--- config.mk ---
export PLATFORM = sky130hd
export DESIGN_NAME = regfile_mp
export DESIGN_NICKNAME = d
export VERILOG_FILES = /design/src/rtl/regfile_pkg.sv /design/src/rtl/regfile_ecall_fsm.sv /design/src/rtl/regfile_mp.sv
export SDC_FILE = /design/constraint.sdc
export NUM_CORES = 2
export LEC_CHECK = 0
export ABC_AREA = 0
export CELL_PAD_IN_SITES_DETAIL_PLACEMENT = 1
export CELL_PAD_IN_SITES_GLOBAL_PLACEMENT = 1
export CORE_UTILIZATION = 50
export DETAILED_ROUTE_END_ITERATION = 6
export GPL_ROUTABILITY_DRIVEN = 0
export PLACE_DENSITY = 0.89
export SYNTH_ARGS = -nofsm -noshare
export SYNTH_HDL_FRONTEND = slang
export SYNTH_HIERARCHICAL = 1
export SYNTH_SLANG_ARGS = --single-unit
--- constraint.sdc ---
create_clock -name clk -period 4.8 [get_ports clk]
set_input_delay 1.44 -clock clk [delete_from_list [all_inputs] [get_ports clk]]
set_output_delay 1.44 -clock clk [all_outputs]
set_load 0.01 [all_outputs]
--- src/rtl/regfile_pkg.sv ---
// Shared constants and ecall FSM state type for the multi-port register file.
package regfile_pkg;

  localparam int unsigned ECALL_A0_IDX    = 10;
  localparam int unsigned ECALL_A1_IDX    = 11;
  localparam int unsigned ECALL_SVC_HALT  = 0;
  localparam int unsigned ECALL_SVC_PRINT = 1;

  typedef enum logic [1:0] {
    RUN,
    PRINT,
    HALTED
  } ecall_state_e;

endpackage

--- src/rtl/regfile_ecall_fsm.sv ---
// Ecall service FSM: decodes a0/a1 on ecall_sig into a print pulse or a sticky halt.
module regfile_ecall_fsm
  import regfile_pkg::*;
#(
  parameter int XLEN = 32
) (
  input  logic            clk,
  input  logic            rst,
  input  logic            ecall_sig,
  input  logic [XLEN-1:0] a0,
  input  logic [XLEN-1:0] a1,
  output logic            halt,
  output logic            print_flag,
  output logic            wr_block
);

  ecall_state_e state;
  logic         svc_halt;
  logic         svc_print;

  assign svc_halt  = (a0 == '0) && (a1 == XLEN'(ECALL_SVC_HALT));
  assign svc_print = (a0 == '0) && (a1 == XLEN'(ECALL_SVC_PRINT));

  always_ff @(posedge clk) begin
    if (rst) begin
      state      <= RUN;
      halt       <= 1'b0;
      print_flag <= 1'b0;
      wr_block   <= 1'b0;
    end else begin
      case (state)
        RUN: begin
          if (ecall_sig && svc_halt) begin
            state    <= HALTED;
            halt     <= 1'b1;
            wr_block <= 1'b1;
          end else if (ecall_sig && svc_print) begin
            state      <= PRINT;
            print_flag <= 1'b1;
          end
        end
        PRINT: begin
          state      <= RUN;
          print_flag <= 1'b0;
        end
        HALTED: begin
          state <= HALTED;
        end
        default: begin
          state      <= RUN;
          halt       <= 1'b0;
          print_flag <= 1'b0;
          wr_block   <= 1'b0;
        end
      endcase
    end
  end

endmodule

--- src/rtl/regfile_mp.sv ---
// Multi-port register file with x0 hardwired to zero and an ecall halt/print FSM.
// Optional same-cycle write-to-read bypass when REGFILE_MP_BYPASS_EN is defined.
module regfile_mp
  import regfile_pkg::*;
#(
  parameter int XLEN  = 32,
  parameter int NREGS = 32,
  parameter int NRD   = 2,
  parameter int NWR   = 2,
  localparam int AW   = $clog2(NREGS)
) (
  input  logic                clk,
  input  logic                rst,
  input  logic [NWR-1:0]      wb_en,
  input  logic [NWR*XLEN-1:0] wb_data,
  input  logic [NWR*AW-1:0]   rd_index,
  input  logic [NRD*AW-1:0]   rs_index,
  output logic [NRD*XLEN-1:0] rs_data_out,
  input  logic                ecall_sig,
  output logic                print_flag,
  output logic                halt
);

  logic [XLEN-1:0] regs [NREGS];
  logic            wr_block;

  // The FSM sees a0/a1 as currently held, so a same-edge write cannot steer it.
  regfile_ecall_fsm #(
    .XLEN(XLEN)
  ) u_ecall_fsm (
    .clk       (clk),
    .rst       (rst),
    .ecall_sig (ecall_sig),
    .a0        (regs[AW'(ECALL_A0_IDX)]),
    .a1        (regs[AW'(ECALL_A1_IDX)]),
    .halt      (halt),
    .print_flag(print_flag),
    .wr_block  (wr_block)
  );

  // Ascending port order lets port 1 override port 0 on an index collision.
  always_ff @(posedge clk) begin
    if (rst) begin
      for (int unsigned i = 0; i < NREGS; i++) regs[i] <= '0;
    end else if (!wr_block) begin
      for (int unsigned p = 0; p < NWR; p++) begin
        if (wb_en[p] && (rd_index[p*AW +: AW] != '0))
          regs[rd_index[p*AW +: AW]] <= wb_data[p*XLEN +: XLEN];
      end
    end
  end

  for (genvar r = 0; r < NRD; r++) begin : g_rd
    logic [AW-1:0]   src;
    logic [XLEN-1:0] val;

    assign src = rs_index[r*AW +: AW];

    always_comb begin
      val = regs[src];
`ifdef REGFILE_MP_BYPASS_EN
      for (int unsigned p = 0; p < NWR; p++) begin
        if (!wr_block && wb_en[p] && (rd_index[p*AW +: AW] == src))
          val = wb_data[p*XLEN +: XLEN];
      end
`endif
      if (src == '0) val = '0;
    end

    assign rs_data_out[r*XLEN +: XLEN] = val;
  end

endmodule
==> flow_summary.yaml, run 1 <==
logic_synthesis:
  syn_inst: 4638
  yosys-mux-area-fraction_pct: 21.50
  synth-xor-area-share_pct: 0
  yosys.area.top_type_share_pct: 50.61
  netlist-cell-type-count: 51
  synthAdderAreaFrac_pct: 0.04119
  synth_sequential_area_ratio_pct: 50.75
  synthSimpleGateAreaFrac_pct: 7.326
  synth_compound_area_share_pct: 15.76
  synth_top_cell_by_area: "edfxtp_1"
  synth_top_family_by_area: "multiplexers"
  syn-cell-area_mm2: 0.06075
  syn_avg_cell_area_um2: 13.10
  yosys_warnings: 6
  ys_seq_elements: 1028
  synth_area_leaders: "edfxtp_1 51%, mux4_2 17%, a22o_1 9.2%, mux2i_1 3.7%, clkbuf_1 3.1%"
clock_network:
  htreeDepth: 3
  cts_buffer_depth: 3
  cts_sinks: 1028
  cts-root-buf: "clkbuf_16"
  cts_inserted_buffers: 112
global_route:
  grt_overflow: 172
  grt.total_usage_pct: 78.85
  grt_max_degree: 68
status:
  tool.error: "[ERROR GRT-0232] Routing congestion too high. Check the congestion heatmap in the GUI."
  stop_stage: "global routing (5_1_grt)"
  outcome: "stopped before the end"
floorplanning:
  die_w_um: 350.6
  std_cell_rows: 127
  fp.dieH_um: 350.6
  ios: 155
  start_util_pct: 50.57
place:
  place_hpwl_um: 205700
  port_buffers: 154
kinds of logic after synthesis:
logic type	count (synthesis)
AO/OA/AOI/OAI	1270
adder cells (fa/ha/maj)	2
buffers and inverters	698
flip-flops	1028
multiplexers	737
other	1
AND/OR/NAND/NOR	902
per-layer routing:
layer  GRT usage [%]  GRT overflow
met1           77.22             7
met2           88.13            69
met3           73.85             6
met4           74.52            89
met5           62.21             1
metrics by stage:
stage | setup TNS [ns] | hold slack, ns | cell area [um2] | cells | worst slack [ns]
2_1_floorplan | 0 | 0.5205 | 60870 | 4669 | 0.2108
3_3_place_gp | -32.34 | 0.5499 | 68100 | 6389 | -0.7945
3_5_place_dp | -36.47 | 0.5534 | 68100 | 6389 | -0.8674
4_1_cts | -1.162 | 0.5817 | 75610 | 6723 | -0.1740
timing repair:
item                       CTS
resized for setup          731
hold buffers                 0
setup endpoints to repair   64
cloned                      22
hold endpoints to repair     0
pin swaps                   96
buffers inserted           141
Yosys cell counts (all sizes together):
library cell and number:
a211oi 67, a21oi 2, a221oi 46, a22o 640
a22oi 64, a311oi 65, a31oi 1, and2 11
and3 2, and4bb 2, buf 161, clkbuf 499
conb 1, dfxtp 4, edfxtp 1024, ha 2
inv 38, mux2 64, mux2i 225, mux4 448
nand2 400, nand2b 6, nand3 258, nand3b 3
nand4 4, nand4bb 3, nor2 36, nor2b 71
nor3 37, nor3b 3, nor4 24, nor4b 3
o2111ai 18, o21ai 366, o21bai 1, or2 3
or3 28, or3b 4, or4 2, or4b 2
==> inputs of run 2 (changes only) <==
--- a/config.mk
+++ b/config.mk
@@ -6,12 +6,10 @@
 export NUM_CORES = 2
 export LEC_CHECK = 0
 export ABC_AREA = 0
-export CELL_PAD_IN_SITES_DETAIL_PLACEMENT = 1
-export CELL_PAD_IN_SITES_GLOBAL_PLACEMENT = 1
-export CORE_UTILIZATION = 50
+export CORE_UTILIZATION = 35
 export DETAILED_ROUTE_END_ITERATION = 6
 export GPL_ROUTABILITY_DRIVEN = 0
-export PLACE_DENSITY = 0.89
+export PLACE_DENSITY_LB_ADDON = 0.15
 export SYNTH_ARGS = -nofsm -noshare
 export SYNTH_HDL_FRONTEND = slang
 export SYNTH_HIERARCHICAL = 1
==> flow_summary.yaml, run 2 <==
critical_path:
  arrival_ns: 3.44
  crit_path_frequent_cell: "buf_4"
  cp.required_ns: 3.36
  path_cells: "buf_2 > buf_6 > buf_4 > buf_4 > o2111ai_1 > a311oi_1 > clkdlybuf4s15_1"
  critPathSlowestCell: "a311oi_1"
  crit_path_max_incr_delay_ns: 0.59
  path_max_fanout: 7
  endpoint_kind: "primary output"
  crit_type: "in -> out"
  crit_buf_inv: 5
  start_kind: "input pin"
  critical-path-top-delay-family: "buffers and inverters"
clock_network:
  cts_buffer_depth: 3
  cts_inserted_buffers: 121
  cts_tree: "done"
  path_clk_slew_ns: 0.06
  htreeDepth: 3
  cts-root-buf: "clkbuf_16"
  clk_latency_ns: 0.82
  cts_sinks: 1028
  cts_hold_buf: 0
global_route:
  grt_pass1_wl_um: 421700
  grt_max_degree: 64
  antenna_found_initial: 8
  first_global_vias: 49830
  grt_overflow: 0
  grt.total_usage_pct: 35.12
drt:
  vias: 51130
  routed_wl_um: 312200
  drt-vias-per-instance: 6.836
  drt-initial-drc-count: 8256
  post_drt_wl_per_cell_um: 41.75
  drc_errors: 0
  drtAntennaViolNets: 0
  dr.pass1.iters: 6
timing:
  worst_pin_slew_ns: 1.373
  max_freq_mhz: 204.7
  hold_viol: 0
  setup_viol: 7
  slew_headroom_pct: 8.204
  clock_skew_ns: 0.03371
  drv_slew: 0
  fin_ws_ns: -0.08414
  fin_tns_setup_ns: -0.1350
  period_minus_slack_ns: 4.884
  finalCritPeriodShare_pct: 101.8
  rsz0062_at_grt: "true"
finish:
  largest_reg_flops: 1024
  largest_registers: "regs (1024), u_ecall_fsm/state (2)"
  top_register: "regs"
  layout_commonest_cell: "edfxtp_1"
  post-route-util_pct: 44.76
  nets: 5156
  final_cell_mix: "1024 x edfxtp_1, 640 x a22o_1, 561 x buf_4"
  syn2layout_area_growth_pct: 26.65
  drive_above_1_share_pct: 35.70
power_and_ir_drop:
  combPwrFrac_pct: 17.1
  ir_drop_mv: 0.3104
  p_int_w: 0.01755
  power.switching_w: 0.006793
  p_seq_share_pct: 44.2
  p_clk_share_pct: 38.7
  p_per_area_mw_per_mm2: 316.4
  switching_share_pct: 27.90
  cellLeakagePower_nw: 26.83
logic_synthesis:
  syn-cell-area_mm2: 0.06075
  yosys_warnings: 6
  syn_inst: 4638
  synth_most_common_cell: "edfxtp_1"
  ys_seq_elements: 1028
  synth-async-reset-ratio_pct: 0
  synth_common_cells: "1024 x edfxtp_1, 640 x a22o_1, 499 x clkbuf_1, 448 x mux4_2, 400 x nand2_1"
  synth_sequential_area_ratio_pct: 50.75
  netlist-cell-type-count: 51
  synth-edff-count: 1024
  syn_avg_cell_area_um2: 13.10
  synth_area_leaders: "edfxtp_1 51%, mux4_2 17%, a22o_1 9.2%, mux2i_1 3.7%, clkbuf_1 3.1%"
  yosys.area.top_type_share_pct: 50.61
  synth_top_cell_by_area: "edfxtp_1"
  synthFlopType: "edfxtp_1"
place:
  port_buffers: 154
  place_hpwl_um: 197500
floorplanning:
  ios: 155
  dieArea_mm2: 0.1753
  std_cell_rows: 152
  coreArea_mm2: 0.1719
  fp.dieH_um: 418.6
  die_w_um: 418.6
  start_util_pct: 35.34
status:
  violations: "negative setup slack"
  outcome: "finished, violations left"
run:
  max_cap_violations: 0
min_path:
  hold_path.class: "reg -> reg"
==> run 2: power by group through the flow <==
| stage | combinational, W | sequential, W | clock, W |
|---|---|---|---|
| after floorplan | 0.00187 | 0.0108 | 0 |
| after global placement | 0.00374 | 0.0109 | 0 |
| after detailed placement | 0.00375 | 0.0109 | 0 |
| after CTS | 0.00406 | 0.0107 | 0.00944 |
| after global routing | 0.00425 | 0.0108 | 0.00975 |
| final | 0.00417 | 0.0108 | 0.00942 |
==> run 2: cells by family (layout without fill, tap and decap cells) <==
group / Yosys count / after routing / synth area share [%]
DFF: 1028 / 1028 / 50.75
muxes: 737 / 737 / 21.50
adders and majority gates: 2 / 2 / 0.04118
buffers and inverters: 698 / 1194 / 4.621
other: 1 / 36 / 0.006173
AOI/OAI and AO/OA: 1270 / 1270 / 15.76
and+or+nand+nor: 902 / 902 / 7.326
==> run 2: repair_timing <==
item,in CTS,in global routing
pin swaps,72,25
setup endpoints to repair,64,40
gates resized for setup,595,50
setup buffers,108,7
cloned,17,2
==> run 2: final timing paths <==
kind,start,end,slack [ns],cells after the start
max,rs_index[8],rs_data_out[36],-0.08,7
min,u_ecall_fsm/print_flag$_SDFFE_PP0P_,u_ecall_fsm/print_flag$_SDFFE_PP0P_,0.49,2
max reg2reg,regs[11][20]$_DFFE_PP_,u_ecall_fsm/state[0]$_SDFFE_PP0P_,1.61,5
min reg2reg,u_ecall_fsm/print_flag$_SDFFE_PP0P_,u_ecall_fsm/print_flag$_SDFFE_PP0P_,0.49,2
==> run 2: per-layer routing <==
| metal | track usage (%) | share of wire (%) | vias up |
|---|---|---|---|
| met1 | 45.49 | 37 | 26430 |
| met4 | 19.84 | 6.5 | 6 |
| met5 | 0 | 0.017 | - |
| met2 | 53.33 | 44 | 4081 |
| li1 | - | - | 19660 |
| met3 | 9.105 | 12 | 954 |
==> run 2: area by class of cell <==
| type | count | area (um2) |
|---|---|---|
| multi-input cells | 2943 | 29110 |
| fillers | 15560 | 94980 |
| well taps | 2310 | 2890 |
| repair buffers | 933 | 10050 |
| clock buffers | 147 | 3147 |
| clock inverters | 76 | 759.5 |
| inverters | 38 | 147.6 |
| flip-flops and latches | 1028 | 30830 |
| diodes | 4 | 10.01 |
==> run 2: stage by stage <==
step / setup slack (ns) / instance area (um2) / hold WS [ns] / instances / power, W
floorplan: 0.2108 / 60870 / 0.5205 / 4669 / 0.01262
global placement: -1.122 / 69940 / 0.4785 / 7152 / 0.01464
detailed placement: -1.084 / 69950 / 0.4884 / 7153 / 0.01466
CTS: -0.06457 / 76730 / 0.5034 / 7470 / 0.02422
global route: -0.05384 / 76940 / 0.5541 / 7475 / 0.02478
finish: -0.08414 / 76950 / 0.4907 / 7479 / 0.02434
==> run 2: tightest hold or removal path, stage by stage (launching register included) <==
cell and delay, ns:
dfxtp_1 0.33, a31oi_1 0.04, nor2_1 0.08
Power figures use the tool's default switching activity.
